File: config.mk
export PLATFORM = sky130hd
export DESIGN_NAME = mem_wb_stage
export DESIGN_NICKNAME = d
export VERILOG_FILES = /design/src/rtl/mem_wb_stage.sv
export SDC_FILE = /design/constraint.sdc
export NUM_CORES = 1
export LEC_CHECK = 0
export ABC_AREA = 1
export CAP_MARGIN = 20
export CORE_MARGIN = 1.5
export CORE_UTILIZATION = 41
export CTS_CLUSTER_SIZE = 14
export DETAILED_ROUTE_END_ITERATION = 8
export PLACE_DENSITY = 0.79
export RECOVER_POWER = 100
export SLEW_MARGIN = 25
export SYNTH_ARGS = -nofsm -noshare
export SYNTH_HDL_FRONTEND = slang
export SYNTH_SLANG_ARGS = --single-unit
File: constraint.sdc
create_clock -name clk -period 1.59 [get_ports clk]
set_input_delay 0.318 -clock clk [delete_from_list [all_inputs] [get_ports clk]]
set_output_delay 0.318 -clock clk [all_outputs]
set_load 0.005 [all_outputs]
File: src/rtl/mem_wb_stage.sv
// MEM/WB pipeline stage: 2-entry in-order skid buffer with miss-stall counter.
// Optional operand forwarding from buffered entries is enabled by defining MEM_WB_FWD_EN.
module mem_wb_stage #(
  parameter int DATA_W = 32,
  parameter int REG_W  = 5,
  parameter int CNT_W  = 16
) (
  input  logic              clk,
  input  logic              rst,
  input  logic              flush,
  input  logic              in_valid,
  output logic              in_ready,
  input  logic              hit,
  input  logic [DATA_W-1:0] read_data,
  input  logic [DATA_W-1:0] alu_result,
  input  logic [REG_W-1:0]  write_reg,
  input  logic              reg_write,
  input  logic              mem_to_reg,
  output logic              out_valid,
  input  logic              out_ready,
  output logic [DATA_W-1:0] wb_data,
  output logic [REG_W-1:0]  wb_reg,
  output logic              wb_en,
`ifdef MEM_WB_FWD_EN
  input  logic [REG_W-1:0]  fwd_rs,
  input  logic [REG_W-1:0]  fwd_rt,
  output logic              fwd_rs_hit,
  output logic              fwd_rt_hit,
  output logic [DATA_W-1:0] fwd_rs_data,
  output logic [DATA_W-1:0] fwd_rt_data,
`endif
  output logic [CNT_W-1:0]  stall_cnt
);

  typedef enum logic [1:0] {
    S_EMPTY = 2'd0,
    S_ONE   = 2'd1,
    S_TWO   = 2'd2
  } state_t;

  // The write-back value is resolved at capture, so entries only carry what WB needs.
  typedef struct packed {
    logic              reg_write;
    logic [REG_W-1:0]  write_reg;
    logic [DATA_W-1:0] data;
  } entry_t;

  state_t           r_state;
  logic             r_in_ready;
  entry_t           r_head;
  entry_t           r_tail;
  logic [CNT_W-1:0] r_stall_cnt;

  state_t w_state_nxt;
  entry_t w_head_nxt;
  entry_t w_tail_nxt;
  entry_t w_in_entry;
  logic   w_push;
  logic   w_pop;
  logic   w_miss;

  assign w_in_entry.reg_write = reg_write;
  assign w_in_entry.write_reg = write_reg;
  assign w_in_entry.data      = mem_to_reg ? read_data : alu_result;

  assign out_valid = (r_state != S_EMPTY);
  assign in_ready  = r_in_ready;
  assign w_push    = in_valid & r_in_ready & (hit | ~mem_to_reg) & ~flush;
  assign w_pop     = out_valid & out_ready;
  assign w_miss    = in_valid & r_in_ready & mem_to_reg & ~hit;

  // A reset cycle discards the head, so it must not reach the register file.
  assign wb_en     = w_pop & r_head.reg_write & (r_head.write_reg != '0) & ~rst;
  assign wb_data   = r_head.data;
  assign wb_reg    = r_head.write_reg;
  assign stall_cnt = r_stall_cnt;

  always_comb begin
    // NOTE: every signal gets a default before the case so no path leaves it unassigned, which would infer a latch.
    w_state_nxt = r_state;
    w_head_nxt  = r_head;
    w_tail_nxt  = r_tail;
    unique case (r_state)
      S_EMPTY: begin
        if (w_push) begin
          w_head_nxt  = w_in_entry;
          w_state_nxt = S_ONE;
        end
      end
      S_ONE: begin
        unique case ({w_push, w_pop})
          2'b10: begin
            w_tail_nxt  = w_in_entry;
            w_state_nxt = S_TWO;
          end
          2'b01:   w_state_nxt = S_EMPTY;
          2'b11:   w_head_nxt  = w_in_entry;
          default: ;
        endcase
      end
      S_TWO: begin
        if (w_pop) begin
          w_head_nxt  = r_tail;
          w_state_nxt = S_ONE;
        end
      end
      default: w_state_nxt = S_EMPTY;
    endcase
    if (flush) w_state_nxt = S_EMPTY;
  end

  // NOTE: sequential state uses non-blocking assignments so every register samples pre-edge values.
  always_ff @(posedge clk) begin
    if (rst) begin
      r_state     <= S_EMPTY;
      r_in_ready  <= 1'b1;
      // NOTE: entry storage is cleared on reset because wb_data/wb_reg expose the head directly.
      r_head      <= '0;
      r_tail      <= '0;
      r_stall_cnt <= '0;
    end else begin
      r_state    <= w_state_nxt;
      r_in_ready <= (w_state_nxt != S_TWO);
      r_head     <= w_head_nxt;
      r_tail     <= w_tail_nxt;
      if (w_miss && !(&r_stall_cnt)) r_stall_cnt <= r_stall_cnt + CNT_W'(1);
    end
  end

`ifdef MEM_WB_FWD_EN
  function automatic logic fwd_match(input entry_t e, input logic [REG_W-1:0] idx);
    return e.reg_write && (e.write_reg == idx) && (e.write_reg != '0);
  endfunction

  // The tail is the younger entry, so it takes priority when both match.
  always_comb begin
    fwd_rs_hit  = 1'b0;
    fwd_rs_data = '0;
    fwd_rt_hit  = 1'b0;
    fwd_rt_data = '0;
    if (r_state == S_TWO && fwd_match(r_tail, fwd_rs)) begin
      fwd_rs_hit  = 1'b1;
      fwd_rs_data = r_tail.data;
    end else if (r_state != S_EMPTY && fwd_match(r_head, fwd_rs)) begin
      fwd_rs_hit  = 1'b1;
      fwd_rs_data = r_head.data;
    end
    if (r_state == S_TWO && fwd_match(r_tail, fwd_rt)) begin
      fwd_rt_hit  = 1'b1;
      fwd_rt_data = r_tail.data;
    end else if (r_state != S_EMPTY && fwd_match(r_head, fwd_rt)) begin
      fwd_rt_hit  = 1'b1;
      fwd_rt_data = r_head.data;
    end
  end
`endif

endmodule

==> results.py, run 1 <==
metrics = {
    "setup_path": {
        "rr_worst_depth": 12,
        "critPathBufInv": 5,
        "critPathMaxStageDelay_ns": 0.32,
        "cp.required_ns": 1.80,
        "critPathLaunchType": "flop",
        "crit_arrival_ns": 1.80,
        "end_kind": "flop",
        "cp_top_family": "buffers and inverters",
        "cp_max_fo": 8,
        "rrSetupSlack_ns": -0.003,
        "r2r-start": "in_ready",
        "cpMaxStageDelayCell": "dfxtp_2",
        "r2r_end": "r_tail[10]",
        "criticalPathCategory": "reg -> reg",
        "cp_cell_sequence": "nand2_2 > inv_2 > nand3_4 > inv_4 > buf_6 > ha_4 > nand3_4 > buf_6 > buf_16 > nor2_4 > a21oi_2 > nor2_1",
    },
    "drt": {
        "detail_route.wl_per_cell_um": 13.3,
        "first_pass_iters": 7,
        "routed_wl_um": 13300,
        "avgViaCountPerCell": 4.91,
        "ant_nets": 0,
        "via_count": 4938,
        "drc": 8,
        "drt_iter0_drc": 310,
    },
    "synthesis": {
        "synth.distinct_cells": 29,
        "netlist_area_sq_mm": 0.00488,
        "netlist_instances": 737,
        "syn_nets": 817,
        "ys_ff_latch": 95,
        "ys_warn_count": 0,
        "yosysSeqAreaShare_pct": 39.0,
        "avgSynthCellArea_sq_um": 6.62,
    },
    "cts": {
        "cts.root.buffer_cell": "clkbuf_16",
        "cts_tree": "done",
        "clkLatencyLatePin_ns": 0.34,
        "clkTransAtPathRegs_ns": 0.07,
        "ctsLongestPathBuffers": 2,
        "cts.sinks": 95,
        "htree_levels": 3,
        "cts-buffers-inserted": 9,
    },
    "min_path": {
        "hold_depth": 2,
        "hold_class": "reg -> reg",
        "min_to": "r_tail[37]",
        "min_from": "r_tail[37]",
    },
    "timing": {
        "finalSetupTns_ns": -0.00257,
        "relSlewSlack_pct": 62.0,
        "slew_viol_final": 0,
        "max_freq_mhz": 628,
        "hold_violations": 0,
        "postLayoutSetupSlackWorst_ns": -0.00257,
        "finClkSkew_ns": 0.00630,
        "finalSetupViolations": 1,
        "tightest_slew_ns": 0.564,
        "period_needed_ns": 1.59,
        "fin_hold_ws_ns": 0.448,
        "fin_crit_sh_pct": 100,
        "rsz0062_at_grt": "yes",
    },
    "finish": {
        "nNetsFinal": 937,
        "largest_register_ffs": 38,
        "area_growth_pct": 50.5,
        "diodes": 0,
        "drive_gt1_share_pct": 23.0,
        "multiInputGateArea_sq_mm": 0.00270,
        "seq_area_sq_mm": 0.00192,
        "largest-register": "r_tail",
        "most-common-layout-cells": "nand2_1, nor2_1, clkdlybuf4s50_1",
        "mostFrequentLayoutCell": "nand2_1",
        "final.fill_count": 981,
        "fin_util_pct": 63.8,
    },
    "grt": {
        "antenna_found_initial": 0,
        "gr-usage-met3_pct": 4.59,
        "met2_usage_pct": 33.0,
        "grt_pass1_wl_um": 20100,
        "grtUsageMet1_pct": 25.1,
        "grt.busiest_layer": "met2",
        "grt_usage_pct": 19.6,
        "grt_remaining_overflow": 0,
        "grt_max_degree": 66,
        "grt_pass1_vias": 4320,
    },
    "floorplan": {
        "initial_core_util_pct": 42.4,
        "die-area_sq_mm": 0.0126,
        "die_x_um": 112,
        "die_h_um": 112,
        "row_count": 39,
        "core_sq_mm": 0.0115,
        "num_io_pins": 133,
    },
    "pwr": {
        "pwr-share-comb_pct": 17.3,
        "pwr-share-seq_pct": 44.5,
        "switching_share_pct": 25.9,
        "total_power_uw": 5700,
        "p_per_area_mw_per_mm2": 776,
        "p_int_uw": 4230,
        "switching_power_uw": 1480,
        "peakVddDrop_mv": 0.431,
        "p_leak_uw": 0.00296,
        "clockPowerShare_pct": 38.2,
    },
    "placed_design": {
        "port-buffer-count": 132,
        "dp_hpwl_um": 7920,
        "gp_congestion": 0.813,
        "dpl_worst_slack_ns": -0.621,
    },
    "flow_run": {
        "drv_cap": 0,
    },
    "status": {
        "outcome": "finished, violations left",
        "violations": "DRC, setup timing",
    },
}
-- layer usage --
layer | share of wire (%) | wire length (um)
met5 | 0 | 0
met4 | 0.85 | 114
met3 | 6.5 | 872
met2 | 48 | 6420
met1 | 44 | 5930
-- per-stage QoR --
stage / std cells / area [sq um]
finish: 1005 / 7340
global route: 1005 / 7340
CTS: 999 / 6880
detailed placement: 970 / 6220
global placement: 970 / 6220
floorplan: 737 / 4890
-- area by class of cell --
type / count / share of cell area, %
multi-input combinational: 502 / 36.8
timing repair buffer: 188 / 27.3
sequential: 95 / 26.1
inverter: 61 / 3.32
clock buffer: 9 / 3.07
tap: 143 / 2.44
clock inverter: 7 / 1.01
-- what timing repair did --
item	CTS	global route
hold buffers	0	0
setup buffers	8	1
pin swaps	11	37
endpoints found under the setup margin	93	94
gates resized for setup	87	129
cloned	5	6
-- synthesized netlist by cell type (all sizes together) --
cell    number  area [sq um]
a21oi       52           264
a31oi        1          6.26
buf         60           443
clkbuf      19          72.6
dfxtp       95          1900
ha           3          37.5
inv         61           229
nand2      129           494
nand3       16          80.1
nand3b       1          7.51
nand4        5          31.3
nor2       170           651
nor3         1          5.00
nor3b        1          7.51
o21ai      116           592
o22ai        1          6.26
xnor2        2          17.5
xor2         4          35.0
-- kinds of logic after synthesis --
| group | count (synthesis) | synth area share [%] |
|---|---|---|
| xor+xnor | 6 | 1.08 |
| fa+ha+maj | 3 | 0.769 |
| simple gates | 323 | 26.1 |
| buf+inv | 140 | 15.3 |
| flops | 95 | 39.0 |
| compound gates | 170 | 17.8 |
-- worst max-delay path by stage --
stage | slack [ns] | end | cells after the start | from
final | -0.003 | r_tail[10] | 12 | in_ready
after global routing | -0.07 | r_tail[23] | 12 | in_ready
after CTS | -0.04 | wb_data[22] | 13 | in_ready
after detailed placement | -0.62 | wb_en | 6 | out_ready
after global placement | -0.62 | wb_en | 6 | out_ready
after floorplan | 0.009 | wb_data[17] | 10 | r_state[1]
-- power by group through the flow --
| stage | clock, uW | combinational [uW] | sequential (uW) |
|---|---|---|---|
| 3_3_place_gp | 0 | 818 | 2570 |
| 5_1_grt | 2310 | 1080 | 2550 |
| 6_report | 2180 | 984 | 2540 |
| 3_5_place_dp | 0 | 828 | 2580 |
| 4_1_cts | 2200 | 905 | 2530 |
| 2_1_floorplan | 0 | 479 | 2560 |
-- worst reg2reg max path, cell delays in order (launching register included) --
cell and delay (ns):
dfxtp_2 0.32, nand2_2 0.07, inv_2 0.05, nand3_4 0.07, inv_4 0.05, buf_6 0.11, ha_4 0.15, nand3_4 0.11
buf_6 0.16, buf_16 0.16, nor2_4 0.04, a21oi_2 0.13, nor2_1 0.06
No activity file was read; power rests on OpenSTA's default activity.
==> run 2, diff against run 1 <==
--- a/config.mk
+++ b/config.mk
@@ -5,13 +5,12 @@
 export SDC_FILE = /design/constraint.sdc
 export NUM_CORES = 1
 export LEC_CHECK = 0
-export ABC_AREA = 1
 export CAP_MARGIN = 20
 export CORE_MARGIN = 1.5
 export CORE_UTILIZATION = 41
 export CTS_CLUSTER_SIZE = 14
 export DETAILED_ROUTE_END_ITERATION = 8
-export PLACE_DENSITY = 0.79
+export PLACE_DENSITY = 0.77
 export RECOVER_POWER = 100
 export SLEW_MARGIN = 25
 export SYNTH_ARGS = -nofsm -noshare
==> constraint.sdc (replaced) <==
create_clock -name clk -period 1.6 [get_ports clk]
set_input_delay 0.32 -clock clk [delete_from_list [all_inputs] [get_ports clk]]
set_output_delay 0.32 -clock clk [all_outputs]
set_load 0.005 [all_outputs]
==> run 2 against run 1 <==
  * The flow finishes with violations (setup timing)
  * First-iteration DRC count increased by 23%
  * Sequential share of layout area down 2.0 points
  * Flip-flop and latch count unchanged
  * Final cell count down 11%
  * Die area grew 1.3%
  * Via count is 6.3% higher
  * Critical endpoint is now wb_data[17]
  * Highest routed layer unchanged
==> results.py, run 2 <==
metrics = {
    "setup_path": {
        "end_kind": "flop",
        "crit_top_cell": "buf_6",
        "crit_end": "wb_data[17]",
        "critPathBufInv": 4,
        "rrSetupSlack_ns": -0.28,
        "r2r_end": "wb_data[17]",
        "cp_max_fo": 5,
        "r2r-start": "r_state[0]",
        "cp.required_ns": 1.86,
        "rr_worst_depth": 11,
        "critPathMaxStageDelay_ns": 0.32,
        "cpMaxStageDelayCell": "dfxtp_2",
        "criticalPathCategory": "reg -> reg",
        "cp_cell_sequence": "or2_4 > nand2_4 > buf_6 > inv_4 > ha_4 > nand2_2 > o31a_1 > buf_6 > clkbuf_16 > o211ai_1 > a21oi_1",
        "crit_cells": 11,
        "cp_top_family": "buffers and inverters",
        "critPathLaunchType": "flop",
        "cp-startpoint": "r_state[0]",
        "crit_arrival_ns": 2.14,
    },
    "synthesis": {
        "synth_commonest_cells": "dfxtp_1, a21oi_1, clkbuf_1",
        "yosys.area.top_type": "dfxtp_1",
        "netlist_area_sq_mm": 0.00495,
        "yosys-top-cells-area": "dfxtp_1, a21oi_1, mux2i_1",
        "netlist_instances": 587,
        "synth_edf_count": 0,
        "synth_top_area_share_pct": 38.4,
        "synth.distinct_cells": 43,
        "yosysMostFrequentCell": "dfxtp_1",
        "syn_nets": 667,
        "ys.flop_type": "dfxtp_1",
        "ys_warn_count": 0,
        "yosysSeqAreaShare_pct": 38.4,
        "avgSynthCellArea_sq_um": 8.43,
        "async_reset_ff_share_pct": 0,
        "ys_ff_latch": 95,
    },
    "finish": {
        "drive_gt1_share_pct": 32.3,
        "nNetsFinal": 830,
        "area_growth_pct": 62.7,
        "most-common-layout-cells": "clkdlybuf4s50_1, a21oi_1, dfxtp_1",
        "largest-register": "r_tail",
        "fin_util_pct": 69.3,
        "final.fill_count": 854,
        "diodes": 0,
        "largest_register_ffs": 38,
        "mostFrequentLayoutCell": "clkdlybuf4s50_1",
    },
    "floorplan": {
        "die-area_sq_mm": 0.0127,
        "num_io_pins": 133,
        "die_h_um": 113,
        "initial_core_util_pct": 42.6,
        "core_sq_mm": 0.0116,
        "row_count": 39,
        "die_x_um": 113,
    },
    "timing": {
        "finalSetupViolations": 88,
        "relSlewSlack_pct": 59.6,
        "slew_viol_final": 0,
        "tightest_slew_ns": 0.606,
        "rsz0062_at_grt": "yes",
        "postLayoutSetupSlackWorst_ns": -0.277,
        "period_needed_ns": 1.88,
        "fin_crit_sh_pct": 117,
        "finClkSkew_ns": 0.0103,
        "hold_violations": 0,
        "max_freq_mhz": 533,
    },
    "pwr": {
        "p_per_area_mw_per_mm2": 700,
        "p_leak_uw": 0.00318,
        "peakVddDrop_mv": 0.571,
        "total_power_uw": 5630,
    },
    "placed_design": {
        "port-buffer-count": 132,
        "gp_congestion": 0.866,
        "dp_hpwl_um": 9790,
    },
    "drt": {
        "first_pass_iters": 5,
        "detail_route.wl_per_cell_um": 18.5,
        "ant_nets": 0,
        "routed_wl_um": 16600,
        "via_count": 5248,
        "drt_iter0_drc": 381,
        "avgViaCountPerCell": 5.84,
        "drc": 0,
    },
    "grt": {
        "grt_remaining_overflow": 0,
        "grt_pass1_vias": 5192,
        "antenna_found_initial": 0,
        "grt_usage_pct": 24.3,
        "grt_max_degree": 73,
        "grt_pass1_wl_um": 25000,
    },
    "cts": {
        "cts.root.buffer_cell": "clkbuf_16",
        "cts-buffers-inserted": 9,
        "cts_tree": "done",
        "clkLatencyLatePin_ns": 0.34,
        "ctsLongestPathBuffers": 2,
        "hold_buffers": 0,
        "clkTransAtPathRegs_ns": 0.07,
        "htree_levels": 3,
        "cts.sinks": 95,
    },
    "status": {
        "outcome": "finished, violations left",
        "violations": "setup timing",
    },
    "flow_run": {
        "drv_cap": 0,
    },
    "min_path": {
        "hold_class": "in -> reg",
    },
}
## run 2: worst min-delay path by stage
stage	end	cells past startpoint	start	slack, ns
floorplan	r_tail[32]	2	r_tail[32]	0.44
global placement	r_tail[37]	2	r_tail[37]	0.44
detailed placement	r_tail[35]	2	r_tail[35]	0.45
CTS	stall_cnt[12]	3	rst	0.31
global route	stall_cnt[12]	3	rst	0.32
finish	stall_cnt[12]	3	rst	0.31
## run 2: cells by family (layout without fill, tap and decap cells)
kind of cell | after synthesis | in the layout | synth area share (%)
compound gates | 203 | 203 | 24.7
mux | 41 | 41 | 8.37
flops | 95 | 95 | 38.4
fa+ha+maj | 3 | 3 | 0.759
buf+inv | 96 | 264 | 10.3
simple gates | 149 | 149 | 17.4
## run 2: metal layers
metal	global-route usage, %	share of wire, %
met1	29.7	41
met2	42.9	51
met3	4.93	5.7
met4	7.76	2.0
met5	0	0
## run 2: tightest hold or removal path, stage by stage
cell and delay (ns):
buf_4 0.10, buf_4 0.14, nor3_1 0.05
## run 2: repair_timing
| item | CTS | global route |
|---|---|---|
| setup endpoints to repair | 112 | 107 |
| gates resized for setup | 113 | 90 |
| buffers inserted | 21 | 10 |
| pin swaps | 27 | 38 |
| cloned | 9 | 5 |
## run 2: final cells by class
| type | count | area, sq um | area share [%] |
|---|---|---|---|
| Tap cell | 143 | 179 | 2.22 |
| Timing Repair Buffer | 244 | 2570 | 31.9 |
| Multi-Input combinational cell | 396 | 3030 | 37.7 |
| Clock buffer | 9 | 225 | 2.80 |
| Clock inverter | 7 | 86.3 | 1.07 |
| Sequential cell | 95 | 1940 | 24.1 |
| Inverter | 4 | 17.5 | 0.218 |
## run 2: through the flow
step,setup slack [ns],hold WS (ns),area [sq um],TNS (ns),std cells
final,-0.277,0.314,8050,-15.61,898
after global routing,-0.366,0.319,8050,-21.76,898
after CTS,-0.246,0.306,7710,-12.99,891
after detailed placement,-0.717,0.447,6710,-56.78,846
after global placement,-0.605,0.442,6710,-50.49,846
after floorplan,-0.157,0.436,5120,-3.85,587
## run 2: power by group
group	internal, uW	switching [uW]
sequential	2420	39.9
combinational	516	387
clock	1250	1020
